==> src/rtl/camera_pkg.sv <==
// Shared frame geometry, datapath widths and centroid FSM state type for the
// camera pipeline.
package camera_pkg;

  localparam int unsigned H_ACTIVE = 320;
  localparam int unsigned V_ACTIVE = 240;

  localparam int unsigned SUM_W = 25;
  localparam int unsigned CNT_W = 17;
  localparam int unsigned X_W   = 9;
  localparam int unsigned Y_W   = 8;

  typedef enum logic [1:0] {
    IDLE,
    DIV,
    DONE
  } centroid_state_t;

endpackage

==> src/rtl/serial_divider.sv <==
// Unsigned restoring divider producing one quotient bit per cycle, MSB first.
// The first bit is produced on the start cycle itself; done pulses once after the last bit.
module serial_divider #(
  parameter int unsigned DVD_W = 25,
  parameter int unsigned DVS_W = 17,
  parameter int unsigned QUO_W = DVD_W
) (
  input  logic             clk_in,
  input  logic             rst_in,
  input  logic             start,
  input  logic [DVD_W-1:0] dividend,
  input  logic [DVS_W-1:0] divisor,
  output logic             busy,
  output logic             done,
  output logic [QUO_W-1:0] quotient
);

  localparam int unsigned IT_W = $clog2(DVD_W + 1);

  logic             busy_q, busy_d;
  logic             done_q, done_d;
  logic [IT_W-1:0]  iter_q, iter_d;
  logic [DVD_W-1:0] dvd_q, dvd_d;
  logic [DVS_W-1:0] dvs_q, dvs_d;
  logic [DVS_W-1:0] rem_q, rem_d;
  logic [QUO_W-1:0] quo_q, quo_d;

  logic [DVD_W-1:0] src_dvd;
  logic [DVS_W-1:0] src_dvs;
  logic [DVS_W-1:0] src_rem;
  logic [QUO_W-1:0] src_quo;
  logic [DVS_W:0]   trial;
  logic             fits;

  always_comb begin
    busy_d = busy_q;
    done_d = 1'b0;
    iter_d = iter_q;
    dvd_d  = dvd_q;
    dvs_d  = dvs_q;
    rem_d  = rem_q;
    quo_d  = quo_q;

    src_dvd = start ? dividend : dvd_q;
    src_dvs = start ? divisor  : dvs_q;
    src_rem = start ? '0       : rem_q;
    src_quo = start ? '0       : quo_q;
    trial   = {src_rem, src_dvd[DVD_W-1]};
    fits    = (trial >= {1'b0, src_dvs});

    if (start || busy_q) begin
      dvd_d = {src_dvd[DVD_W-2:0], 1'b0};
      dvs_d = src_dvs;
      rem_d = fits ? DVS_W'(trial - {1'b0, src_dvs}) : trial[DVS_W-1:0];
      // Quotient register only keeps the low QUO_W bits; higher bits shift out.
      quo_d = {src_quo[QUO_W-2:0], fits};
      if (start) begin
        iter_d = IT_W'(1);
        busy_d = 1'b1;
      end else begin
        iter_d = iter_q + IT_W'(1);
        if (iter_q == IT_W'(DVD_W - 1)) begin
          busy_d = 1'b0;
          done_d = 1'b1;
        end
      end
    end
  end

  always_ff @(posedge clk_in) begin
    if (rst_in) begin
      busy_q <= 1'b0;
      done_q <= 1'b0;
      iter_q <= '0;
      dvd_q  <= '0;
      dvs_q  <= '0;
      rem_q  <= '0;
      quo_q  <= '0;
    end else begin
      busy_q <= busy_d;
      done_q <= done_d;
      iter_q <= iter_d;
      dvd_q  <= dvd_d;
      dvs_q  <= dvs_d;
      rem_q  <= rem_d;
      quo_q  <= quo_d;
    end
  end

  assign busy     = busy_q;
  assign done     = done_q;
  assign quotient = quo_q;

endmodule

==> src/rtl/spot_centroid.sv <==
// Per-frame centroid of bright pixels: accumulates coordinate sums from the
// pixel stream and divides them by the bright-pixel count at frame end.
module spot_centroid
  import camera_pkg::*;
#(
  parameter int unsigned H_ACTIVE = camera_pkg::H_ACTIVE,
  parameter int unsigned V_ACTIVE = camera_pkg::V_ACTIVE,
  parameter logic [3:0]  THRESH   = 4'd10
) (
  input  logic             clk_in,
  input  logic             rst_in,
  input  logic [11:0]      pixel_in,
  input  logic             pixel_valid_in,
  input  logic             frame_done_in,
  output logic [X_W-1:0]   centroid_x_out,
  output logic [Y_W-1:0]   centroid_y_out,
  output logic [CNT_W-1:0] count_out,
  output logic             spot_found_out,
  output logic             centroid_valid_out,
  output logic             busy_out
);

  localparam logic [X_W-1:0] X_LAST = X_W'(H_ACTIVE - 1);
  localparam logic [Y_W-1:0] Y_LAST = Y_W'(V_ACTIVE - 1);

  logic [X_W-1:0]   x_cnt_q, x_cnt_d;
  logic [Y_W-1:0]   y_cnt_q, y_cnt_d;
  logic [SUM_W-1:0] sum_x_q, sum_x_d;
  logic [SUM_W-1:0] sum_y_q, sum_y_d;
  logic [CNT_W-1:0] cnt_q, cnt_d;
  logic [CNT_W-1:0] snap_cnt_q, snap_cnt_d;

  centroid_state_t  state_q, state_d;

  logic [X_W-1:0]   cx_q, cx_d;
  logic [Y_W-1:0]   cy_q, cy_d;
  logic [CNT_W-1:0] count_q, count_d;
  logic             found_q, found_d;
  logic             valid_q, valid_d;

  logic             bright;
  logic             div_start;
  logic             div_x_busy, div_y_busy;
  logic             div_x_done, div_y_done;
  logic [X_W-1:0]   quo_x;
  logic [Y_W-1:0]   quo_y;

  assign bright = (pixel_in[11:8] > THRESH) &&
                  (pixel_in[7:4]  > THRESH) &&
                  (pixel_in[3:0]  > THRESH);

  // Accumulation never stalls: frame end clears and drops any coincident pixel.
  always_comb begin
    x_cnt_d = x_cnt_q;
    y_cnt_d = y_cnt_q;
    sum_x_d = sum_x_q;
    sum_y_d = sum_y_q;
    cnt_d   = cnt_q;
    if (frame_done_in) begin
      x_cnt_d = '0;
      y_cnt_d = '0;
      sum_x_d = '0;
      sum_y_d = '0;
      cnt_d   = '0;
    end else if (pixel_valid_in) begin
      if (bright) begin
        sum_x_d = sum_x_q + SUM_W'(x_cnt_q);
        sum_y_d = sum_y_q + SUM_W'(y_cnt_q);
        cnt_d   = cnt_q + CNT_W'(1);
      end
      if (x_cnt_q == X_LAST) begin
        x_cnt_d = '0;
        y_cnt_d = (y_cnt_q == Y_LAST) ? '0 : y_cnt_q + Y_W'(1);
      end else begin
        x_cnt_d = x_cnt_q + X_W'(1);
      end
    end
  end

  always_comb begin
    state_d    = state_q;
    snap_cnt_d = snap_cnt_q;
    div_start  = 1'b0;
    cx_d       = cx_q;
    cy_d       = cy_q;
    count_d    = count_q;
    found_d    = found_q;
    valid_d    = 1'b0;
    case (state_q)
      IDLE: begin
        if (frame_done_in) begin
          if (cnt_q != '0) begin
            div_start  = 1'b1;
            snap_cnt_d = cnt_q;
            state_d    = DIV;
          end else begin
            cx_d    = '0;
            cy_d    = '0;
            count_d = '0;
            found_d = 1'b0;
            valid_d = 1'b1;
            state_d = DONE;
          end
        end
      end
      DIV: begin
        if (div_x_done && div_y_done) begin
          cx_d    = quo_x;
          cy_d    = quo_y;
          count_d = snap_cnt_q;
          found_d = 1'b1;
          valid_d = 1'b1;
          state_d = DONE;
        end
      end
      DONE:    state_d = IDLE;
      default: state_d = IDLE;
    endcase
  end

  always_ff @(posedge clk_in) begin
    if (rst_in) begin
      x_cnt_q    <= '0;
      y_cnt_q    <= '0;
      sum_x_q    <= '0;
      sum_y_q    <= '0;
      cnt_q      <= '0;
      snap_cnt_q <= '0;
      state_q    <= IDLE;
      cx_q       <= '0;
      cy_q       <= '0;
      count_q    <= '0;
      found_q    <= 1'b0;
      valid_q    <= 1'b0;
    end else begin
      x_cnt_q    <= x_cnt_d;
      y_cnt_q    <= y_cnt_d;
      sum_x_q    <= sum_x_d;
      sum_y_q    <= sum_y_d;
      cnt_q      <= cnt_d;
      snap_cnt_q <= snap_cnt_d;
      state_q    <= state_d;
      cx_q       <= cx_d;
      cy_q       <= cy_d;
      count_q    <= count_d;
      found_q    <= found_d;
      valid_q    <= valid_d;
    end
  end

  serial_divider #(
    .DVD_W (SUM_W),
    .DVS_W (CNT_W),
    .QUO_W (X_W)
  ) u_div_x (
    .clk_in   (clk_in),
    .rst_in   (rst_in),
    .start    (div_start),
    .dividend (sum_x_q),
    .divisor  (cnt_q),
    .busy     (div_x_busy),
    .done     (div_x_done),
    .quotient (quo_x)
  );

  serial_divider #(
    .DVD_W (SUM_W),
    .DVS_W (CNT_W),
    .QUO_W (Y_W)
  ) u_div_y (
    .clk_in   (clk_in),
    .rst_in   (rst_in),
    .start    (div_start),
    .dividend (sum_y_q),
    .divisor  (cnt_q),
    .busy     (div_y_busy),
    .done     (div_y_done),
    .quotient (quo_y)
  );

  assign centroid_x_out     = cx_q;
  assign centroid_y_out     = cy_q;
  assign count_out          = count_q;
  assign spot_found_out     = found_q;
  assign centroid_valid_out = valid_q;
  assign busy_out           = (state_q == DIV) || div_x_busy || div_y_busy;

endmodule

==> config.mk <==
export PLATFORM = sky130hd
export DESIGN_NAME = spot_centroid
export DESIGN_NICKNAME = d
export VERILOG_FILES = /design/src/rtl/camera_pkg.sv /design/src/rtl/serial_divider.sv /design/src/rtl/spot_centroid.sv
export SDC_FILE = /design/constraint.sdc
export NUM_CORES = 1
export LEC_CHECK = 0
export ABC_CLOCK_PERIOD_IN_PS = 9800
export BUFFER_PORTS_ARGS = -buffer_cell sky130_fd_sc_hd__buf_2
export CORE_ASPECT_RATIO = 1.75
export CORE_MARGIN = 4
export CORE_UTILIZATION = 30
export DETAILED_ROUTE_END_ITERATION = 8
export RECOVER_POWER = 25
export SLEW_MARGIN = 20
export SYNTH_ARGS = -nofsm -noshare
export SYNTH_HDL_FRONTEND = slang
export SYNTH_SLANG_ARGS = --single-unit
==> constraint.sdc <==
create_clock -name clk_in -period 9.8 [get_ports clk_in]
set_clock_uncertainty 0.1 [all_clocks]
set_input_delay 1.96 -clock clk_in [delete_from_list [all_inputs] [get_ports clk_in]]
set_output_delay 1.96 -clock clk_in [all_outputs]
set_load 0.05 [all_outputs]
==> flow_metrics.env <==
export IMPL_outcome="finished with violations"
export IMPL_violations="capacitance limit, slew limit"
export IMPL_whs_ns=0.370
export IMPL_layout_drive_gt1_share_pct=5.77
export IMPL_ys_flop_type="dfxtp_1"
export IMPL_p_per_area_nw_per_um2=150
export IMPL_rsz0062_at_grt="no"
export IMPL_drt_first_pass_iters=7
export IMPL_drt_initial_drc_count=648
export IMPL_cts_setup_buffers=0
export IMPL_grt_max_degree=102
export IMPL_arrival_ns=7.20
export IMPL_yosysSeqAreaShare_pct=41.6
export IMPL_drt_wirelength_per_cell_um=15.3
export IMPL_cp_buffers_inverters=2
export IMPL_syn2layout_area_growth_pct=11.5
export IMPL_fmax_mhz=146
export IMPL_cts_buffer_depth=3
export IMPL_hold_viol_final=0
export IMPL_grt_pass1_vias=11300
export IMPL_drv_slew=102
export IMPL_final_cell_area_sq_um=15300
export IMPL_n_antenna_cell=0
export IMPL_cp_max_fo=101
export IMPL_clkSinkCount=286
export IMPL_ios=53
export IMPL_yosysWarnings=0
export IMPL_grt_use_total_pct=13.3
export IMPL_synth_seq_cells=286
export IMPL_path_class="primary input to register"
export IMPL_cts_tree="done"
export IMPL_end_kind="register"
export IMPL_io_buffers=52
export IMPL_maxCapViolations=1
export IMPL_layout_commonest_cell="dfxtp_1"
export IMPL_leakage_uw=0.00539
export IMPL_post_cts_resize_count=0
export IMPL_required_ns=10.14
export IMPL_worst_slew_pin_slew_ns=4.49
export IMPL_coreArea_sq_um=45200
export IMPL_critPathSlowestCell="clkbuf_1"
export IMPL_fin_crit_sh_pct=70.0
export IMPL_final_cell_mix="dfxtp_1 (284), nor2_1 (246), a21oi_1 (133)"
export IMPL_hold_buffers=0
export IMPL_grt_pass1_wl_um=55700
export IMPL_antenna_found_initial=0
export IMPL_syn_nets=1688
export IMPL_syn_inst=1609
export IMPL_core_rowCount=103
export IMPL_drc=0
export IMPL_vias=11400
export IMPL_routed_wl_um=33700
export IMPL_fin_setup_tns_ns=0
export IMPL_die_area_sq_um=49500
export IMPL_synth_area_sq_um=13800
export IMPL_clk_transition_reported_paths_ns=0.07
export IMPL_ant_nets=0
export IMPL_async_flop_share_pct=0
export IMPL_synth_edf_count=0
export IMPL_cp_slowest_stage_delay_ns=3.09
export IMPL_grt_overflow=0
export IMPL_ctsRootBufferMaster="clkbuf_16"
export IMPL_setup_violations_final=0
export IMPL_die_w_um=170
export IMPL_clk_latency_ns=0.55
export IMPL_min_period_ns=6.86
export IMPL_postPlaceCellArea_sq_um=14500
export IMPL_peakVddDrop_mv=0.112
export IMPL_numCtsBuffers=26
export IMPL_die_height_um=291
export IMPL_crit_family="buffers and inverters"
export IMPL_crit_chain="clkbuf_1 > or2_0 > buf_4 > nor3_1 > o21a_1 > a311o_1"
export IMPL_syn_avg_cell_area_sq_um=8.56
export IMPL_hp_class="register to register"
export IMPL_routabilityCongestion=0.881
export IMPL_avgViaCountPerCell=5.15
export IMPL_start_kind="primary input"
export IMPL_dp_hpwl_um=23500
export IMPL_slew_headroom_pct=-199
export IMPL_htree_levels=1
export IMPL_nNetsFinal=1688
export IMPL_start_util_pct=30.4
export IMPL_synth_distinct_cells=66
## metal layers
layer  part of all wire, %  global-route usage, %  routed length [um]
met5                     0                      0                   0
met4                   4.7                   6.76                1570
met3                   4.0                   1.70                1360
met2                    52                   24.6               17600
met1                    39                   14.6               13200
## tightest hold or removal path, stage by stage, from the launching register on
cell and delay, ns:
dfxtp_1 0.30, nand2_1 0.06, a21oi_1 0.06
## state kept, by name (all words and copies together), names as in the netlist, 8 cells and up
signal,count
sum_x_q,25
sum_y_q,25
u_div_x.dvd_q,24
u_div_y.dvd_q,24
cnt_q,17
count_out,17
snap_cnt_q,17
u_div_x.dvs_q,17
u_div_x.rem_q,17
u_div_y.dvs_q,17
u_div_y.rem_q,17
centroid_x_out,9
u_div_x.quotient,9
x_cnt_q,9
centroid_y_out,8
u_div_y.quotient,8
y_cnt_q,8
## power breakdown
| part | switching, uW | internal, uW |
|---|---|---|
| combinational | 43.8 | 16.8 |
| clock | 469 | 611 |
| sequential | 1.96 | 1160 |
## per-stage QoR
step | total power, uW | utilization [%] | setup WS [ns] | cells
after floorplan | 1240 | - | 4.26 | 1609
after global placement | 1250 | 32.0 | 3.26 | 2158
after detailed placement | 1250 | 32.0 | 3.10 | 2158
after CTS | 2340 | 34.1 | 3.67 | 2206
after global routing | 2390 | 33.9 | 2.42 | 2206
final | 2310 | 33.9 | 2.94 | 2206
## final timing paths
check	slack, ns	from	depth (start not counted)	end
max	2.94	rst_in	6	sum_x_q[8]
min	0.37	u_div_x.dvs_q[0]	2	u_div_x.dvs_q[0]
max reg2reg	4.08	cnt_q[0]	17	u_div_y.rem_q[12]
min reg2reg	0.37	u_div_x.dvs_q[0]	2	u_div_x.dvs_q[0]
## area by class of cell
cell class | instances | area, sq um
fillers | 4722 | 29900
multi-input cells | 1191 | 7540
flip-flops and latches | 286 | 5730
clock buffers | 32 | 724
well taps | 577 | 722
repair buffers | 63 | 293
clock inverters | 16 | 184
inverters | 41 | 154
## synth_stat cells, types with 38 or more instances
master	instances	area (sq um)
a211oi_1	61	458
a21oi_1	133	666
and2_1	50	313
clkbuf_1	75	282
dfxtp_1	286	5730
ha_1	59	738
inv_1	38	143
mux2i_1	78	781
nand2_1	127	477
nor2_1	246	923
o21ai_0	38	190
xnor2_1	53	464
## logic make-up after synthesis
logic type / count (synthesis) / synth area share (%)
xor gates and xnor gates: 84 / 5.34
adders and majority gates: 63 / 5.94
AOI/OAI and AO/OA: 371 / 17.6
DFF: 286 / 41.6
buffers and inverters: 132 / 3.75
muxes: 80 / 5.83
and+or+nand+nor: 593 / 20.0
Power figures use the tool's default switching activity.
